$ cat config.mk
export PLATFORM = sky130hd
export DESIGN_NAME = regfile_scoreboard_flat
export DESIGN_NICKNAME = d
export VERILOG_FILES = /design/src/rtl/regfile_if.sv /design/src/rtl/regfile_scoreboard.sv /design/src/flat_wrapper.sv
export SDC_FILE = /design/constraint.sdc
export NUM_CORES = 2
export LEC_CHECK = 0
export CORE_UTILIZATION = 50
export DETAILED_ROUTE_END_ITERATION = 16
export GPL_TIMING_DRIVEN = 0
export PLACE_DENSITY_LB_ADDON = 0.3
export SLEW_MARGIN = 20
export SYNTH_ARGS = -nofsm -noshare
export SYNTH_HDL_FRONTEND = slang
export SYNTH_SLANG_ARGS = --single-unit
$ cat constraint.sdc
create_clock -name clk -period 35.5 [get_ports clk]
set_clock_uncertainty 0.1 [all_clocks]
set_input_delay 7.1 -clock clk [delete_from_list [all_inputs] [get_ports clk]]
set_output_delay 7.1 -clock clk [all_outputs]
set_load 0.005 [all_outputs]
$ cat src/rtl/regfile_if.sv
// Writeback commit, decode read and issue-scoreboard signals of the register file.
interface regfile_if #(
    parameter int unsigned W  = 32,
    parameter int unsigned AW = 5
);
    logic          write_en;
    logic [AW-1:0] reg_write_addr;
    logic [W-1:0]  reg_write_data;
    logic [AW-1:0] raddr1;
    logic [AW-1:0] raddr2;
    logic [W-1:0]  rdata1;
    logic [W-1:0]  rdata2;
    logic          issue_en;
    logic [AW-1:0] issue_addr;
    logic          busy1;
    logic          busy2;
    logic          pend_full;

    modport master (
        output write_en, reg_write_addr, reg_write_data, raddr1, raddr2, issue_en, issue_addr,
        input  rdata1, rdata2, busy1, busy2, pend_full
    );

    modport slave (
        input  write_en, reg_write_addr, reg_write_data, raddr1, raddr2, issue_en, issue_addr,
        output rdata1, rdata2, busy1, busy2, pend_full
    );
endinterface

$ cat src/rtl/regfile_scoreboard.sv
// MIPS32 register file with per-register pending-write counters for RAW stall detection.
// Define RF_WB_BYPASS_EN to forward the committing writeback value to the read ports.
module regfile_scoreboard #(
    parameter int unsigned W      = 32,
    parameter int unsigned NREG   = 32,
    parameter int unsigned PEND_W = 2
) (
    input logic       clk,
    input logic       rst,
    regfile_if.slave  rf
);
    localparam int unsigned AW = $clog2(NREG);
    localparam logic [PEND_W-1:0] PendMax = '1;

    logic [W-1:0]      regs_q [NREG];
    logic [PEND_W-1:0] pend_q [NREG];
    logic [PEND_W-1:0] pend_d [NREG];
    logic              pend_full;
    logic              wr_valid;

    assign wr_valid  = rf.write_en && (rf.reg_write_addr != '0);
    assign pend_full = (rf.issue_addr != '0) && (pend_q[rf.issue_addr] == PendMax);

    // A dropped issue (pend_full) never increments; a commit never drives a counter below zero.
    always_comb begin
        pend_d = pend_q;
        for (int r = 1; r < NREG; r++) begin
            if ((rf.issue_en && rf.issue_addr == AW'(r) && !pend_full) &&
                !(rf.write_en && rf.reg_write_addr == AW'(r) && pend_q[r] != '0)) begin
                pend_d[r] = pend_q[r] + 1'b1;
            end else if (!(rf.issue_en && rf.issue_addr == AW'(r) && !pend_full) &&
                         (rf.write_en && rf.reg_write_addr == AW'(r) && pend_q[r] != '0)) begin
                pend_d[r] = pend_q[r] - 1'b1;
            end
        end
    end

    always_ff @(posedge clk or posedge rst) begin
        if (rst) begin
            for (int r = 0; r < NREG; r++) begin
                regs_q[r] <= '0;
                pend_q[r] <= '0;
            end
        end else begin
            if (wr_valid) begin
                regs_q[rf.reg_write_addr] <= rf.reg_write_data;
            end
            pend_q <= pend_d;
        end
    end

`ifdef RF_WB_BYPASS_EN
    logic fwd1, fwd2;

    assign fwd1 = wr_valid && (rf.reg_write_addr == rf.raddr1);
    assign fwd2 = wr_valid && (rf.reg_write_addr == rf.raddr2);

    // The committing write no longer counts as pending once its value is forwarded.
    always_comb begin
        rf.rdata1 = (rf.raddr1 == '0) ? '0 : regs_q[rf.raddr1];
        rf.rdata2 = (rf.raddr2 == '0) ? '0 : regs_q[rf.raddr2];
        rf.busy1  = (pend_q[rf.raddr1] != '0);
        rf.busy2  = (pend_q[rf.raddr2] != '0);
        if (fwd1) begin
            rf.rdata1 = rf.reg_write_data;
            rf.busy1  = (pend_q[rf.raddr1] > PEND_W'(1));
        end
        if (fwd2) begin
            rf.rdata2 = rf.reg_write_data;
            rf.busy2  = (pend_q[rf.raddr2] > PEND_W'(1));
        end
    end
`else
    always_comb begin
        rf.rdata1 = (rf.raddr1 == '0) ? '0 : regs_q[rf.raddr1];
        rf.rdata2 = (rf.raddr2 == '0) ? '0 : regs_q[rf.raddr2];
        rf.busy1  = (pend_q[rf.raddr1] != '0);
        rf.busy2  = (pend_q[rf.raddr2] != '0);
    end
`endif

    assign rf.pend_full = pend_full;
endmodule

$ cat src/flat_wrapper.sv
// flat-port wrapper written by rule: the top's interface ports become plain ports
module regfile_scoreboard_flat 
#(
    parameter int unsigned W      = 32,
    parameter int unsigned NREG   = 32,
    parameter int unsigned PEND_W = 2
)
  (clk, rst, rf_write_en, rf_reg_write_addr, rf_reg_write_data, rf_raddr1, rf_raddr2, rf_issue_en, rf_issue_addr, rf_rdata1, rf_rdata2, rf_busy1, rf_busy2, rf_pend_full);
  regfile_if #(.W(W), .AW(5)) rf_i ();
  input logic clk;
  input logic rst;
  input wire logic [$bits(rf_i.write_en)-1:0] rf_write_en;
  input wire logic [$bits(rf_i.reg_write_addr)-1:0] rf_reg_write_addr;
  input wire logic [$bits(rf_i.reg_write_data)-1:0] rf_reg_write_data;
  input wire logic [$bits(rf_i.raddr1)-1:0] rf_raddr1;
  input wire logic [$bits(rf_i.raddr2)-1:0] rf_raddr2;
  input wire logic [$bits(rf_i.issue_en)-1:0] rf_issue_en;
  input wire logic [$bits(rf_i.issue_addr)-1:0] rf_issue_addr;
  output wire logic [$bits(rf_i.rdata1)-1:0] rf_rdata1;
  output wire logic [$bits(rf_i.rdata2)-1:0] rf_rdata2;
  output wire logic [$bits(rf_i.busy1)-1:0] rf_busy1;
  output wire logic [$bits(rf_i.busy2)-1:0] rf_busy2;
  output wire logic [$bits(rf_i.pend_full)-1:0] rf_pend_full;
  assign rf_i.write_en = rf_write_en;
  assign rf_i.reg_write_addr = rf_reg_write_addr;
  assign rf_i.reg_write_data = rf_reg_write_data;
  assign rf_i.raddr1 = rf_raddr1;
  assign rf_i.raddr2 = rf_raddr2;
  assign rf_i.issue_en = rf_issue_en;
  assign rf_i.issue_addr = rf_issue_addr;
  assign rf_rdata1 = rf_i.rdata1;
  assign rf_rdata2 = rf_i.rdata2;
  assign rf_busy1 = rf_i.busy1;
  assign rf_busy2 = rf_i.busy2;
  assign rf_pend_full = rf_i.pend_full;
  regfile_scoreboard #(.W(W), .NREG(NREG), .PEND_W(PEND_W)) u_core (.clk(clk), .rst(rst), .rf(rf_i));
endmodule
==> results by stage <==
Logic synthesis:
- The synthesized netlist occupies a cell area of 58480 um2.
- The sequential element share of the synthesized area is 0.4647.
- Synthesis produced a netlist with a net count of 3933.
- The number of warnings issued by yosys is 0.
- Synthesis instantiated 50 different standard cells from the library.
- After synthesis the netlist holds a flip-flop and latch count of 1086.
- The average instance in the mapped netlist occupies 15.21 um2.
- After synthesis, the share of flip-flops with an asynchronous set or reset is 1.000.
- The number of enable-type register cells in the synthesized netlist is 0.
- The most used flip-flop cell after synthesis is dfrtp_1.
- The synthesized netlist cell count is 3846.

Critical path:
- The endpoint identified for the worst register-to-register timing path is u_core.pend_q[9]$_DFFE_PP0P_.
- Grouping stages by cell kind, the critical path spends the most delay in buffers and inverters.
- The launching element type of the critical path is a primary input.
- The combined buffer and inverter count along the critical path is 5.
- Across all register-to-register paths, the minimum setup slack is 32540 ps.
- The maximum fanout count along the critical path is 10.
- The count of cells along the worst register-to-register path is 9.
- The type of element capturing the critical path is an output port.
- The total stage count of the critical path is 7.
- The highest-delay cell along the critical path is clkbuf_1.
- The critical register-to-register path startpoint is u_core.pend_q[12]$_DFFE_PP0P_.
- In this design, the stage delay of the slowest critical-path cell is 920 ps.
- Data on the critical path is required at its endpoint by 28300 ps.
- The critical path class is in -> out.
- Walking the worst path, the cells encountered are clkdlybuf4s50_1, buf_1, clkbuf_1, nand2b_1, clkbuf_1, o221ai_1, clkdlybuf4s50_1.
- At the worst endpoint, the arrival time is 11200 ps.

Clocking:
- For this design, the sink count on the clock tree is 1086.
- After clock tree synthesis, the clock-pin slew on the worst setup and hold paths is 70 ps.
- The number of gates resized after CTS is 0.
- The later pin in the worst-skew pair is clocked with a latency of 740 ps.
- Hold repair after CTS inserted 0 buffers.
- The TritonCTS clock tree is yes.
- The root buffer cell is clkbuf_16.
- The total CTS buffers is 116.
- The post-CTS setup buffer count is 0.
- The H-tree was split into 3 levels.
- The buffer depth of the longest clock path is 3.

Floorplanning:
- The total area inside the core boundary comes to 116000 um2.
- The x dimension of the die is 344.0 um.
- The count of boundary I/O pins is 123.
- The row count is 125.
- The initial utilization of the core area, before any placement, comes to 0.5039.
- The die covers 118300 um2.
- From bottom edge to top edge, the die measures 344.0 um.

Detailed routing:
- The routed design has 193300 um of wire.
- The detail route stage leaves a number of antenna-violating nets equal to 0.
- The via count normalized by instance count is 6.770.
- The pre-antenna-repair detailed-routing pass consisted of 8 iterations.
- In the routed design, unresolved DRC markers number 0.
- Across all layers, the routed design uses 38.83k vias.
- The detailed router finished its first iteration with 3882 violations.
- Dividing the detail-routed wire length by the instance count gives 33.71 um.

Placed design:
- In this run the tool buffered the top-level ports with 115 buffer cells.
- The final weighted congestion in routability-driven placement is 0.9350.
- The HPWL reported at the end of detailed placement is 132600 um.
- At the placement stage, the worst setup path has a slack of 17170 ps.

Layout:
- The fraction of final layout cells sized beyond drive strength 1 is 0.4550.
- The library cells used most frequently in the layout, excluding fill and tap cells, are 1086 x dfrtp_1, 993 x mux2_2, 525 x mux4_2, 262 x mux2i_1, 255 x clkbuf_1.
- The area added between synthesis and finish is 13.42%.
- The library cell used most frequently in the layout, excluding fill and tap cells, is dfrtp_1.
- The post-layout net count is 4204.

Hold path:
- The min-delay analysis places its worst path in the category reg -> reg.
- The worst min-delay path endpoint is u_core.regs_q[1022]$_DFFE_PP0P_.
- The startpoint identified for the worst hold timing path is u_core.regs_q[1022]$_DFFE_PP0P_.
- Along the worst hold path, the cell count comes to 1.

Global routing:
- For this run, the total global-route usage over all layers was measured as 0.3329.
- The via count of the first global-routing pass came to 40.24k.
- The global-route wire length before repair is 280700 um.
- The total overflow left after global routing is 0.
- The initial antenna violation count is 10.
- The largest net degree at the start of global routing is 35.

Power and ir drop:
- The leakage power of the design is 0.02867 uW.
- VDD sags by at most 0.04109 mV.
- Dividing total power by cell area gives a power density of 57.86 nW/um2.

Timing:
- The hold violation total from the final report is 0.
- The number of pins with negative max-slew slack in the final report came to 0.
- In the finished design, the share of the clock period the worst path needs comes to 0.5184.
- After layout, the worst setup slack is 17100 ps.
- Setup repair after global routing left no endpoint under its margin.
- Setup total negative slack on the finished layout was measured at 0 ps.
- Headroom to the max-slew limit came out at 0.1419.
- At the pin with the least slew margin, the transition time is 1287 ps.
- The shortest period the worst path allows is 18400 ps.
- The maximum achievable frequency is 54.33 MHz.
- The number of setup violations in the final report is 0.

Flow run:
- The number of max-capacitance violations reported is 0.

Outcome:
- The flow ran to the end, and the final reports show no timing, DRC or antenna violations.
## worst max-delay path by stage
stage / start / to / slack [ps]
floorplan: rst / u_core.pend_q[0]$_DFFE_PP0P_ / 13320
global placement: rst / u_core.regs_q[46]$_DFFE_PP0P_ / 6530
detailed placement: rf_raddr2[2] / rf_rdata2[2] / 17170
CTS: rf_raddr2[2] / rf_rdata2[2] / 17160
global route: rf_raddr2[2] / rf_rdata2[2] / 17180
finish: rf_raddr2[2] / rf_rdata2[2] / 17100
## synth_stat cells (5+ instances only)
cell type	count	area (um2)
nor2b_1	8	50.05
ha_1	31	387.9
nand2b_1	8	50.05
inv_1	8	30.03
xor2_1	62	543.0
o21bai_1	5	37.54
a21oi_1	10	50.05
o221ai_1	64	560.5
dfrtp_1	1086	27180
nor2_1	100	375.4
nand3_1	16	80.08
o22a_1	64	560.5
mux4_2	525	11820
mux2_2	993	11180
or3_1	5	31.28
o21ai_0	28	140.1
or2_2	10	62.56
buf_2	115	575.6
clkbuf_1	266	998.5
buf_1	41	153.9
mux2i_1	262	2623
nand2_1	23	86.33
nor3_1	31	155.2
xnor2_1	31	271.5
a211oi_1	12	90.09
## flip-flops by register name, indices dropped and copies added (netlist names)
name and count:
u_core.pend_q 62, u_core.regs_q 1024
## per-layer routing
layer | track usage | wire (um)
met1 | 0.4345 | 74210
met3 | 0.1032 | 20230
met4 | 0.1777 | 11670
met2 | 0.4992 | 86870
met5 | 0.006811 | 327
## where the power goes
group          internal, uW  switching, uW
combinational           516            359
clock                   737            523
sequential             1500            207
total                  2750           1090
## logic make-up after synthesis
family	Yosys count	synth area share
flops	1086	0.4647
simple gates	227	0.01876
mux	1781	0.4387
xor+xnor	93	0.01393
buf+inv	431	0.03025
compound gates	197	0.02700
fa+ha+maj	31	0.006633
## cell type report
type | instances | area (um2)
clock buffer | 174 | 3473
multi-input combinational | 2329 | 29530
buffer | 423 | 1794
inverter | 8 | 33.78
clock inverter | 34 | 446.7
tap | 1524 | 1907
antenna | 4 | 10.01
fill | 9179 | 49730
sequential | 1086 | 27180
timing repair buffer | 153 | 1949
## metrics by stage
stage / total power (uW) / hold slack (ps) / util / std cells / cell area [um2]
after floorplan: 2299 / 341.3 / - / 3846 / 58480
after global placement: 2535 / 351.7 / 0.5303 / 5485 / 61540
after detailed placement: 2580 / 364.8 / 0.5376 / 5523 / 62380
after CTS: 3833 / 381.8 / 0.5713 / 5731 / 66300
after global routing: 3983 / 397.7 / 0.5714 / 5731 / 66310
final: 3838 / 379.1 / 0.5715 / 5735 / 66320
Note: power is estimated with default switching activity, not from simulation.
